===== config.mk =====
export PLATFORM = sky130hd
export DESIGN_NAME = reset_sequencer
export DESIGN_NICKNAME = d
export VERILOG_FILES = /design/src/rtl/reset_sequencer_pkg.sv /design/src/rtl/reset_sequencer_synch_chain.sv /design/src/rtl/reset_sequencer.sv
export SDC_FILE = /design/constraint.sdc
export NUM_CORES = 1
export LEC_CHECK = 0
export ABC_AREA = 1
export ABC_CLOCK_PERIOD_IN_PS = 2550
export BUFFER_PORTS_ARGS = -buffer_cell sky130_fd_sc_hd__buf_2
export CAP_MARGIN = 10
export CORE_ASPECT_RATIO = 1.2
export CORE_MARGIN = 2
export CORE_UTILIZATION = 27
export DETAILED_ROUTE_END_ITERATION = 8
export PLACE_DENSITY = 0.39
export SYNTH_ARGS = -nofsm -noshare
export SYNTH_HDL_FRONTEND = slang
export SYNTH_SLANG_ARGS = --single-unit
export TNS_END_PERCENT = 1

===== constraint.sdc =====
create_clock -name clk -period 2.55 [get_ports clk]
set_clock_uncertainty 0.1 [all_clocks]
set_input_delay 0.255 -clock clk [delete_from_list [all_inputs] [get_ports clk]]
set_output_delay 0.255 -clock clk [all_outputs]
set_load 0.02 [all_outputs]

===== src/rtl/reset_sequencer_pkg.sv =====
// Shared types for the reset sequencer: FSM state encoding and a small
// constant helper used to size the sequencer's counter.
package rst_seq_pkg;

    typedef enum logic [1:0] {
        S_HOLD,
        S_STRETCH,
        S_RELEASE,
        S_DONE
    } state_t;

    function automatic int max_int(input int a, input int b);
        return (a > b) ? a : b;
    endfunction

endpackage


===== src/rtl/reset_sequencer_synch_chain.sv =====
// Generic reset synchronizer: assertion is asynchronous, deassertion is
// shifted through SYNC_STAGES flops on the selected clock edge.
module reset_synch_chain #(
    parameter int SYNC_STAGES = 2,
    parameter bit NEG_EDGE    = 1'b1
) (
    input  logic clk,
    input  logic RST_n,
    output logic sync_ok
);

    logic                   clk_act;
    logic [SYNC_STAGES-1:0] sync_q;

    // A single flop process serves both edge polarities via a local clock.
    generate
        if (NEG_EDGE) begin : g_neg
            assign clk_act = ~clk;
        end else begin : g_pos
            assign clk_act = clk;
        end
    endgenerate

    always_ff @(posedge clk_act or negedge RST_n) begin
        if (!RST_n) begin
            sync_q <= '0;
        end else begin
            sync_q <= {sync_q[SYNC_STAGES-2:0], 1'b1};
        end
    end

    assign sync_ok = sync_q[SYNC_STAGES-1];

endmodule


===== src/rtl/reset_sequencer.sv =====
// Top-level reset controller: synchronizes the board reset, stretches it,
// then releases N_CH active-low reset channels one at a time.
module reset_sequencer
    import rst_seq_pkg::*;
#(
    parameter int SYNC_STAGES = 2,
    parameter bit NEG_EDGE    = 1'b1,
    parameter int N_CH        = 3,
    parameter int STRETCH     = 16,
    parameter int GAP         = 8
) (
    input  logic            clk,
    input  logic            RST_n,
    input  logic            soft_rst_req,
    output logic [N_CH-1:0] rst_n,
    output logic            rst_done
);

    localparam int CNT_W = $clog2(max_int(STRETCH, GAP) + 1);
    localparam int CH_W  = $clog2(N_CH) + 1;

    logic             clk_act;
    logic             sync_ok;
    state_t           state_q;
    logic [CNT_W-1:0] cnt_q;
    logic [CH_W-1:0]  ch_q;
    logic [CH_W-1:0]  ch_next;
    logic [N_CH-1:0]  rst_n_q;
    logic             rst_done_q;

    generate
        if (NEG_EDGE) begin : g_neg
            assign clk_act = ~clk;
        end else begin : g_pos
            assign clk_act = clk;
        end
    endgenerate

    reset_synch_chain #(
        .SYNC_STAGES(SYNC_STAGES),
        .NEG_EDGE   (NEG_EDGE)
    ) u_sync (
        .clk    (clk),
        .RST_n  (RST_n),
        .sync_ok(sync_ok)
    );

    assign ch_next = ch_q + CH_W'(1);

    // Soft reset outranks normal sequencing everywhere except HOLD, so a held
    // request pins the stretch counter at zero until it drops.
    always_ff @(posedge clk_act or negedge RST_n) begin
        if (!RST_n) begin
            state_q    <= S_HOLD;
            cnt_q      <= '0;
            ch_q       <= '0;
            rst_n_q    <= '0;
            rst_done_q <= 1'b0;
        end else if (soft_rst_req && (state_q != S_HOLD)) begin
            state_q    <= S_STRETCH;
            cnt_q      <= '0;
            ch_q       <= '0;
            rst_n_q    <= '0;
            rst_done_q <= 1'b0;
        end else begin
            case (state_q)
                S_HOLD: begin
                    if (sync_ok) begin
                        state_q <= S_STRETCH;
                        cnt_q   <= '0;
                    end
                end
                S_STRETCH: begin
                    if (cnt_q == CNT_W'(STRETCH - 1)) begin
                        rst_n_q[0] <= 1'b1;
                        ch_q       <= '0;
                        cnt_q      <= '0;
                        if (N_CH == 1) begin
                            state_q    <= S_DONE;
                            rst_done_q <= 1'b1;
                        end else begin
                            state_q <= S_RELEASE;
                        end
                    end else begin
                        cnt_q <= cnt_q + CNT_W'(1);
                    end
                end
                S_RELEASE: begin
                    if (cnt_q == CNT_W'(GAP - 1)) begin
                        rst_n_q <= rst_n_q | (N_CH'(1) << ch_next);
                        ch_q    <= ch_next;
                        cnt_q   <= '0;
                        if (ch_next == CH_W'(N_CH - 1)) begin
                            state_q    <= S_DONE;
                            rst_done_q <= 1'b1;
                        end
                    end else begin
                        cnt_q <= cnt_q + CNT_W'(1);
                    end
                end
                default: begin
                end
            endcase
        end
    end

    assign rst_n    = rst_n_q;
    assign rst_done = rst_done_q;

endmodule


=== Yosys cells after proc, flatten, opt, wreduce, memory -nomap -nowiden ===
Index checks and enable logic that the tools add are counted.

* $add $sub $neg: 2
* Eq/ne operators: 9
* Shift operators: 1
* Muxes and demuxes: 24
* Bitwise operators: 1
* Reductions and logical operators: 13

{| class="wikitable"
|+ Operator list
! cell !! count
|-
| $mux W5 || 4
|-
| $mux W3 || 5
|-
| $pmux W5 S3 || 1
|-
| $mux W2 || 6
|-
| $ne A3 B3 Y1 const B || 3
|-
| $reduce_bool A2 Y1 || 4
|-
| $pmux W2 S3 || 1
|-
| $pmux W3 S2 || 1
|-
| $reduce_and A3 Y1 || 2
|-
| $add A5 B1 Y5 const B || 1
|-
| $eq A5 B3 Y1 const B || 1
|-
| $eq A5 B4 Y1 const B || 1
|-
| $mux W1 || 5
|-
| $reduce_and A5 Y1 || 1
|-
| $reduce_and A2 Y1 || 2
|-
| $reduce_bool A4 Y1 || 1
|-
| $add A3 B1 Y3 const B || 1
|-
| $eq A3 B2 Y1 const B || 1
|-
| $ne A3 B2 Y1 const B || 1
|-
| $or A3 B3 Y3 || 1
|-
| $reduce_bool A3 Y1 || 1
|-
| $shl A1 B3 Y3 const A || 1
|-
| $eq A2 B1 Y1 const B || 1
|-
| $eq A2 B2 Y1 const B || 1
|-
| other kinds (3) || 3
|}

* Register bits: 16
* Output and inout port bits: 4
* Logic and storage cells: 57

=== Depth between registers and ports, before layout ===
* Depth in word-level cells: 6
* Gate-level depth with buffers: 11

=== Cells and area by module ===
From an unflattened synthesis, not the netlist that was laid out.

* Cells, all modules: 136
* Area, all modules: 1137.3 µm²

{| class="wikitable"
|+ By module, submodules not included
! module !! instances !! cells an instance !! area each (µm²)
|-
| reset_sequencer || 1 || 133 || 1083.5
|-
| reset_synch_chain || 1 || 3 || 53.8
|}

==> run summary <==
Synthesized area per cell -> 8.11 µm²
Avg WL per Cell -> 10.8 µm
Crit start category -> flop
# H-tree levels -> 1
DRC Markers -> 0
Nets -> 161
Critical Path RT -> 2.19 ns
Vias in the first global route -> 885
Sequential-to-total area share from yosys stat -> 36.3%
Largest cells by area after synthesis -> dfrtn_1 36%, ha_1 12%, nand2_1 11%
Syn. warnings -> 0
Crit-path slowest cell -> dfrtn_1
Via count -> 828
Delay-heaviest family, CP -> flip-flops
CP Launch Point -> rst_n[0]
Initial antenna violation count -> 0
Netlist cell types -> 22
Worst path cell trace -> buf_2
R2R Path Start -> cnt_q[0]
Violation count after the first detailed-route iteration -> 23
Synth Instances -> 136
Pwr dens -> 1030 nW/µm²
DR pass1 iterations -> 4
Initial Utilization -> 28.0%
DP Wirelength -> 1760 µm
Fin. max-slew vios -> 0
Die Span Y -> 74.0 µm
Post-cts repair resize count -> 0
Synth Cell Area -> 1100 µm²
Crit Path Class -> flop to output port
CP Buf/Inv Count -> 1
Core area -> 3940 µm²
Crit-path max cell delay -> 0.41 ns
Maximum vdd drop -> 0.000325 V
Die ar. -> 4610 µm²
Sink Count -> 16
Final instance area -> 1250 µm²
Multi-input gate area -> 601 µm²
RSZ-0062 raised after global routing -> no
Share of the synthesized area in the top cell type -> 36.3%
Clock Tree Root -> clkbuf_8
Outcome -> finished clean
Pin count of the biggest net entering global routing -> 17
Buffers on Ports -> 6
Gr usage total -> 10.7%
Most frequent cells in the layout -> 33 x nand2_1, 22 x inv_1, 16 x dfrtn_1
Grt ovf -> 0
CTS tree -> yes
Post-DP Area -> 1200 µm²
Hold Crit Start -> u_sync.sync_q[0]
Clock latency on the worst-skew pair -> 0.26 ns
Crit path DAT -> 2.12 ns
Finished Core Util -> 31.8%
Hold Path Class -> flop to flop
Post-Route WL -> 2160 µm
Final ANT Viol Nets -> 0
Vias per std cell -> 4.14
Die width -> 62.3 µm
CTS Hold Buffers Added -> 0
Layout area overhead -> 13.8%
Syn Nets -> 150
Lkg Pwr -> 0.648 nW
Final setup violation count -> 0
Site Rows -> 25
CTS buffer count -> 3
Io pins -> 7
Longest Clk Path Bufs -> 2
Ant diodes -> 0
Register area -> 400 µm²
Reg-to-reg slack, setup -> 0.76 ns
Reg clk slew, reported paths -> 0.05 ns
Yosys reg bits -> 16
First-pass GRT wire length -> 3820 µm
CP endpoint kind -> output port
FILL cells -> 464
RePlAce Congestion -> 0.812
Setup Buffers After CTS -> 0
Layout cells sized above 1 -> 26.7%
Final hold vios -> 0
Worst-path maximum fanout -> 3
Largest area contributor in the netlist -> dfrtn_1
Setup TNS -> 0 ns
Max_cap viols -> 0
Commonest non-fill, non-tap cell in the layout -> nand2_1
logic make-up after synthesis:
family / synth area share [%]
compound gates: 5.90
fa+ha+maj: 12.5
buf+inv: 9.19
flops: 36.3
other cells: 0.340
simple gates: 35.8
final timing paths:
check	cells after the start	end
worst min-delay path	0	u_sync.sync_q[1]
worst max register to register	11	state_q[1]
max in group asynchronous	1	u_sync.sync_q[0]
worst max-delay path	1	rst_n[0]
min in group asynchronous	1	rst_n[0]
worst min register to register	0	u_sync.sync_q[1]
state kept, by name, indices dropped and copies added (netlist names):
name	count
ch_q	3
cnt_q	5
rst_done	1
rst_n	3
state_q	2
u_sync.sync_q	2
per-layer routing:
layer	vias up	global-route usage [%]	part of all wire, %
met5	-	0	0
met4	0	4.44	1.1
met3	2	1.97	2.0
met2	5	20.8	53
met1	388	11.5	44
li1	433	-	-
cell usage after synthesis:
library cell	n
a21oi_1	4
a21oi_4	1
and2_4	1
conb_1	1
dfrtn_1	16
ha_1	11
inv_1	22
inv_2	5
nand2_1	33
nand2_2	8
nand2_4	3
nand3_1	5
nand3_2	4
nand3_4	1
nand3b_1	2
nand4_1	2
nor2_1	7
nor2_2	3
nor2_4	2
o21ai_0	1
o21ai_1	3
o21ai_2	1
cell type report:
type	instances	share of cell area (%)
clock buffers	4	4.39
inverters	27	8.08
multi-input cells	93	47.9
flip-flops and latches	16	31.9
well taps	54	5.38
repair buffers	6	2.39
through the flow:
stage	hold WS, ns	power, mW	worst slack, ns	instances
after CTS	0.201	1.33	0.0618	200
after detailed placement	0.201	1.09	0.0364	196
after global placement	0.195	1.09	0.0355	196
after floorplan	0.192	0.933	0.281	136
final	0.201	1.30	0.0755	200
after global routing	0.212	1.44	0.0182	200
power by group:
group / internal (mW) / switching, mW
clock: 0.137 / 0.0921
sequential: 0.321 / 0.0543
combinational: 0.244 / 0.449
No activity file was read; power rests on OpenSTA's default activity.
